<file path="src/rtl/stack16_addr_unit.sv">
// Address-generation stage: PC, data-stack and return-stack pointers with
// bounds-guarded push/pop, sticky overflow/underflow flags and address mux.

module stack16_sp #(
    parameter logic [15:0] BASE  = 16'h0100,
    parameter logic [15:0] LIMIT = 16'h01FF
) (
    input  logic        clk,
    input  logic        reset,
    input  logic        clken,
    input  logic        up,
    input  logic        fault_clr,
    output logic [15:0] ptr,
    output logic        ovf,
    output logic        unf
);
    logic [15:0] ptr_q, ptr_d;
    logic        ovf_q, ovf_d, unf_q, unf_d;
    logic        ovf_set, unf_set;

    always_comb begin
        ptr_d   = ptr_q;
        ovf_set = 1'b0;
        unf_set = 1'b0;
        if (clken) begin
            if (up) begin
                if (ptr_q == LIMIT) ovf_set = 1'b1;
                else                ptr_d   = ptr_q + 16'd1;
            end else begin
                if (ptr_q == BASE)  unf_set = 1'b1;
                else                ptr_d   = ptr_q - 16'd1;
            end
        end
        // A fault in the same cycle as fault_clr survives the clear.
        ovf_d = (ovf_q & ~fault_clr) | ovf_set;
        unf_d = (unf_q & ~fault_clr) | unf_set;
    end

    always_ff @(posedge clk) begin
        if (reset) begin
            ptr_q <= BASE;
            ovf_q <= 1'b0;
            unf_q <= 1'b0;
        end else begin
            ptr_q <= ptr_d;
            ovf_q <= ovf_d;
            unf_q <= unf_d;
        end
    end

    assign ptr = ptr_q;
    assign ovf = ovf_q;
    assign unf = unf_q;
endmodule

module stack16_addr_unit #(
    parameter logic [15:0] RESET_PC  = 16'h0000,
    parameter logic [15:0] DSP_BASE  = 16'h0100,
    parameter logic [15:0] DSP_LIMIT = 16'h01FF,
    parameter logic [15:0] RSP_BASE  = 16'h0200,
    parameter logic [15:0] RSP_LIMIT = 16'h02FF
) (
    input  logic        clk,
    input  logic        reset,
    input  logic        pc_clken,
    input  logic        pc_load,
    input  logic [15:0] load_value,
    input  logic        dsp_clken,
    input  logic        dsp_up,
    input  logic        rsp_clken,
    input  logic        rsp_up,
    input  logic [1:0]  addr_sel,
    input  logic [15:0] alu_addr,
    input  logic        fault_clr,
    output logic [15:0] addr,
    output logic [15:0] pc,
    output logic [15:0] dsp,
    output logic [15:0] rsp,
    output logic        dsp_ovf,
    output logic        dsp_unf,
    output logic        rsp_ovf,
    output logic        rsp_unf,
    output logic        stack_fault
);
    logic [15:0] pc_q, pc_d;

    always_comb begin
        pc_d = pc_q;
        if (pc_clken) pc_d = pc_load ? load_value : pc_q + 16'd1;
    end

    always_ff @(posedge clk) begin
        if (reset) pc_q <= RESET_PC;
        else       pc_q <= pc_d;
    end

    stack16_sp #(.BASE(DSP_BASE), .LIMIT(DSP_LIMIT)) u_dsp (
        .clk(clk), .reset(reset), .clken(dsp_clken), .up(dsp_up),
        .fault_clr(fault_clr), .ptr(dsp), .ovf(dsp_ovf), .unf(dsp_unf)
    );

    stack16_sp #(.BASE(RSP_BASE), .LIMIT(RSP_LIMIT)) u_rsp (
        .clk(clk), .reset(reset), .clken(rsp_clken), .up(rsp_up),
        .fault_clr(fault_clr), .ptr(rsp), .ovf(rsp_ovf), .unf(rsp_unf)
    );

    // Address reflects pre-update register values in the strobe cycle.
    always_comb begin
        case (addr_sel)
            2'd0:    addr = pc_q;
            2'd1:    addr = dsp;
            2'd2:    addr = rsp;
            default: addr = alu_addr;
        endcase
    end

    assign pc          = pc_q;
    assign stack_fault = dsp_ovf | dsp_unf | rsp_ovf | rsp_unf;
endmodule

</file>
<file path="config.mk">
export PLATFORM = sky130hd
export DESIGN_NAME = stack16_addr_unit
export DESIGN_NICKNAME = d
export VERILOG_FILES = /design/src/rtl/stack16_addr_unit.sv
export SDC_FILE = /design/constraint.sdc
export NUM_CORES = 1
export LEC_CHECK = 0
export BUFFER_PORTS_ARGS = -buffer_cell sky130_fd_sc_hd__buf_2
export CAP_MARGIN = 20
export CORE_MARGIN = 2
export CORE_UTILIZATION = 45
export DETAILED_ROUTE_END_ITERATION = 10
export PLACE_DENSITY = 0.7
export SYNTH_ARGS = -nofsm -noshare
export SYNTH_HDL_FRONTEND = slang
export SYNTH_SLANG_ARGS = --single-unit
</file>
<file path="constraint.sdc">
create_clock -name clk -period 5.2 [get_ports clk]
set_input_delay 0.26 -clock clk [delete_from_list [all_inputs] [get_ports clk]]
set_output_delay 0.26 -clock clk [all_outputs]
set_load 0.01 [all_outputs]
</file>
# == After elaboration in Yosys (flattened, before gate mapping) ==
# Cells that the tools add are included.
# word_totals
regBits,52
inputBits,43
output_inout_bits,69
wordCells,57
# op_classes
addsub,5
eq_ne,10
muxes,20
n_bitwise,12
reduce_logical,3
# ops
op,count
$mux 16,7
$add 16x1->16 const B,3
$pmux 16 s3,1
$eq 16x10->1 const B,2
$eq 16x9->1 const B,2
$sub 16x1->16 const B,2
$mux 1,12
$ne 2x2->1 const B,4
$or 1x1->1,7
$reduce_and 3->1,2
$and 1x1->1,4
$eq 2x1->1 const B,1
$eq 2x2->1 const B,1
$logic_not 2->1,1
$not 1->1,1

# == Logic depth before layout (Yosys ltp) ==
# logic_depth
ltp_word,5
mapped_depth,10
ltp_nobuf,9

# == Hierarchy ==
# A second synthesis with hierarchy kept.
# unflattened
cells_unflattened,531
hier_area_um2,4483.0
# by_module_without_submodules
module,instances,cells_per_inst,area_each_um2,seq_area_each_um2
stack16_sp (u_dsp),1,190,1529.0,360.3
stack16_addr_unit,1,164,1497.7,320.3
stack16_sp (u_rsp),1,177,1456.4,360.3

# == Least setup slack after synthesis ==
# Ideal clock, no wire load.
# synth_timing
kind,input to register
start,in rsp_up
end,"reg u_rsp.ptr_q[14], in the netlist u_rsp.ptr[14]"
setup_ns,0.116
arrival_time_ns,2.227
required_time_ns,5.084
path_slack_ns,2.856
path_stages,9
path_buffers,0
path_cell_list,inv_1 -> ha_1 -> nor2b_1 -> o31a_1 -> o21ai_1 -> o21ai_0 -> a221oi_1 -> xnor2_1 -> a31o_2
# synth_between
elab_chain_cells,2
elab_cells_between_ends,4
cone_classes,2 x eq/ne; 1 x mux; 1 x reduce/logical
# synth_rtl
item,line_no,text
"start, declared",71,"input logic rsp_up,"
$ne 2x2->1 (no line),-,
$reduce_and 3->1 (no line),-,
"end signal, assigned",45,ptr_q <= ptr_d;
"end, declared",17,"logic [15:0] ptr_q, ptr_d;"
# Parallel ways exist; a longest one is shown, timed or not.
# A chain may end at the register's enable or synchronous reset.

# == Worst setup path after layout ==
# Ends and elaborated chain as after synthesis.

==> impl_metrics.toml <==
[logic_synthesis]
syn_nets = 572
ys_ff_latch = 52
yosys.area.top_type = "dfxtp_1"
ys.flop_type = "dfxtp_1"
yosysUniqueCellTypes = 62
syn_inst = 498
yosysSeqAreaShare = 0.2484
yosysMostFrequentCell = "dfxtp_1"
ys_top_cells_by_area = "dfxtp_1 (25%), ha_1 (8.7%), mux4_2 (8.1%)"
ys_warn_count = 0
synth_edf_count = 0
async_flop_share = 0
avgSynthCellArea_sq_um = 8.414
synth_top_cell_area_share = 0.2484
synth_commonest_cells = "dfxtp_1 (52), nor2_1 (47), a21oi_1 (41)"
netlist_area_sq_um = 4190

[pwr]
p_per_area_nw_per_um2 = 295.9
p_leak_nw = 2.263
switching_power_w = 0.0005925
seqPwrFrac = 0.386
p_int_w = 0.0008457
peakVddDrop_v = 0.0001312
power_frac_comb = 0.449
clkPwrFrac = 0.165
p_sw_frac = 0.4120

[sta]
period_needed_ps = 2614
tns_ps = 0
rsz0062_at_grt = "false"
skew_ps = 9.236
finalSetupViolCount = 0
relSlewSlack = 0.3211
tightest_slew_ps = 1015
post-route-period-util = 0.5027
max_freq_mhz = 382.6
hold_violations = 0
drv_slew = 0

[placed_design]
hpwlAfterDp_mm = 9.694
dp.cells = 696
gp_congestion = 0.9385
port_buffers = 111

[clocking]
clk_pin_slew_worst_paths_ps = 100
cts_tree = "built"
cts_buffers = 5
cts_setup_buffers = 0
htree_levels = 2
cts_repair_resize_count = 0
clk_path_buf_depth = 2
root_buffer = "clkbuf_8"
hold_buffers = 0
cts_num_sinks = 52
insertion_delay_ps = 310

[floorplanning]
io_pins = 112
die_w_um = 100.5
num_rows = 35
start_util = 0.4578
die_h_um = 100.5
die_area_sq_um = 10100
core_area_sq_um = 9153

[layout]
final_util = 0.5311
drive_gt1_frac = 0.2496
area_growth_pct = 16.00
fin_nets = 666
n_fill_cell = 891
final_cells = 704
n_antenna_cell = 0

[critical_path]
crit_chain = "buf_2 -> inv_1 -> ha_1 -> a21oi_1 -> a21boi_0 -> a311oi_1 -> o21ai_0 -> a221oi_1 -> xnor2_1 -> a31o_2"
cp-start-kind = "input port"
cp_top_family = "compound AO/OA/AOI/OAI gates"
critPathBufInv = 2
cp.arrival_ps = 2830
slowest_stage = "inv_1"
required_ps = 5410
cp-end-kind = "flop"
slowest_delay_ps = 460
crit_type = "input port to flop"
cp_max_fo = 18

[global_routing]
grt_pass1_wl_mm = 19.75
grt-ovfl-total = 0
grt_max_degree = 59
antenna_found_initial = 1
grt_pass1_vias = 4002
grtUsageTotal = 0.2487

[detailed_routing]
drt_wl_total_mm = 12.65
viasPerCell = 6.114
drc_errors = 0
vias = 4304
wl_per_cell_um = 17.97
first_iter_violations = 280
ant_nets = 0
firstDrtPassIters = 5

[worst_hold_path]
min_path_type = "input port to flop"

[flow_run]
max-cap-violations = 0

[run_status]
status = "completed"
stage by stage:
step	area [sq um]	power [W]	setup slack (ps)	hold slack, ps
after floorplan	4190	0.0009962	2856	399.2
after global placement	4773	0.001192	2438	506.8
after detailed placement	4773	0.001202	2314	515.1
after CTS	4861	0.001435	2608	191.0
after global routing	4861	0.001539	2298	219.2
final	4861	0.001438	2586	183.8
per-layer routing:
metal | global-route usage | vias to the layer above | wire length [um]
met3 | 0.03467 | 28 | 822
met1 | 0.3309 | 2021 | 5552
met4 | 0.1117 | 0 | 445
met5 | 0 | - | 0
li1 | - | 2073 | -
met2 | 0.4022 | 182 | 5829
cell families after synthesis:
family / after synthesis / share of synthesized area
mux: 31 / 0.1230
buf+inv: 42 / 0.04449
compound gates: 152 / 0.2443
flops: 52 / 0.2484
fa+ha+maj: 31 / 0.09615
simple gates: 172 / 0.2060
xor+xnor: 18 / 0.03762
cells in the final DEF (no fill, tap or decap), drive strengths merged, types with 6 or more instances in the layout:
cell | synthesis | final
inv | 16 | 16
buf | 10 | 113
xnor2 | 11 | 11
ha | 29 | 29
o21bai | 6 | 6
nand2b | 11 | 11
nand4 | 7 | 7
a211oi | 14 | 14
a22oi | 7 | 7
dfxtp | 52 | 52
nor4 | 6 | 6
nand2 | 37 | 37
o21ai | 26 | 26
nand3 | 18 | 18
xor2 | 7 | 7
and3 | 6 | 6
nor2b | 7 | 7
a21oi | 41 | 41
a21o | 13 | 13
mux4 | 16 | 16
mux2i | 14 | 14
nor3 | 10 | 10
o31ai | 8 | 8
nor2 | 47 | 47
tightest hold or removal path: cells and delay by family:
family / cells / cell delay (ps)
and+or+nand+nor: 1 / 70
buffers and inverters: 1 / 90
AOI/OAI and AO/OA: 1 / 50
layout make-up:
cell class                      count  area, sq um  area share
Multi-Input combinational cell    404         2963      0.6095
Sequential cell                    52         1041      0.2142
Timing Repair Buffer              113        570.5      0.1174
Tap cell                          111        138.9     0.02857
Clock buffer                        5        68.82     0.01416
Inverter                           16        60.06     0.01236
Clock inverter                      3        18.77    0.003861
worst paths after layout:
check / to / start / slack [ps] / cells after the start
worst min register to register: u_dsp.ptr[11]$_SDFFE_PP0P_ / u_dsp.ptr[11]$_SDFFE_PP0P_ / 540 / 2
worst max register to register: u_dsp.ptr[14]$_SDFFE_PP0P_ / u_dsp.ptr[0]$_SDFFE_PP0P_ / 2610 / 9
worst min-delay path: u_rsp.ovf$_SDFF_PP0_ / rsp_clken / 180 / 3
worst max-delay path: u_rsp.ptr[14]$_SDFFE_PP0P_ / rsp_up / 2590 / 10
registers in the layout, summed over array words and instances (netlist names):
register,flops
u_rsp.ptr,16
u_dsp.ptr,16
u_dsp.ovf,1
u_rsp.ovf,1
u_rsp.unf,1
pc,16
u_dsp.unf,1
power by group through the flow:
stage | clock (W) | combinational [W] | sequential (W)
2_1_floorplan | 0 | 0.000454 | 0.000543
5_1_grt | 0.000257 | 0.000719 | 0.000563
3_3_place_gp | 0 | 0.000631 | 0.000561
3_5_place_dp | 0 | 0.000640 | 0.000562
6_report | 0.000238 | 0.000646 | 0.000555
4_1_cts | 0.000240 | 0.000643 | 0.000552
No activity file was read; power rests on OpenSTA's default activity.
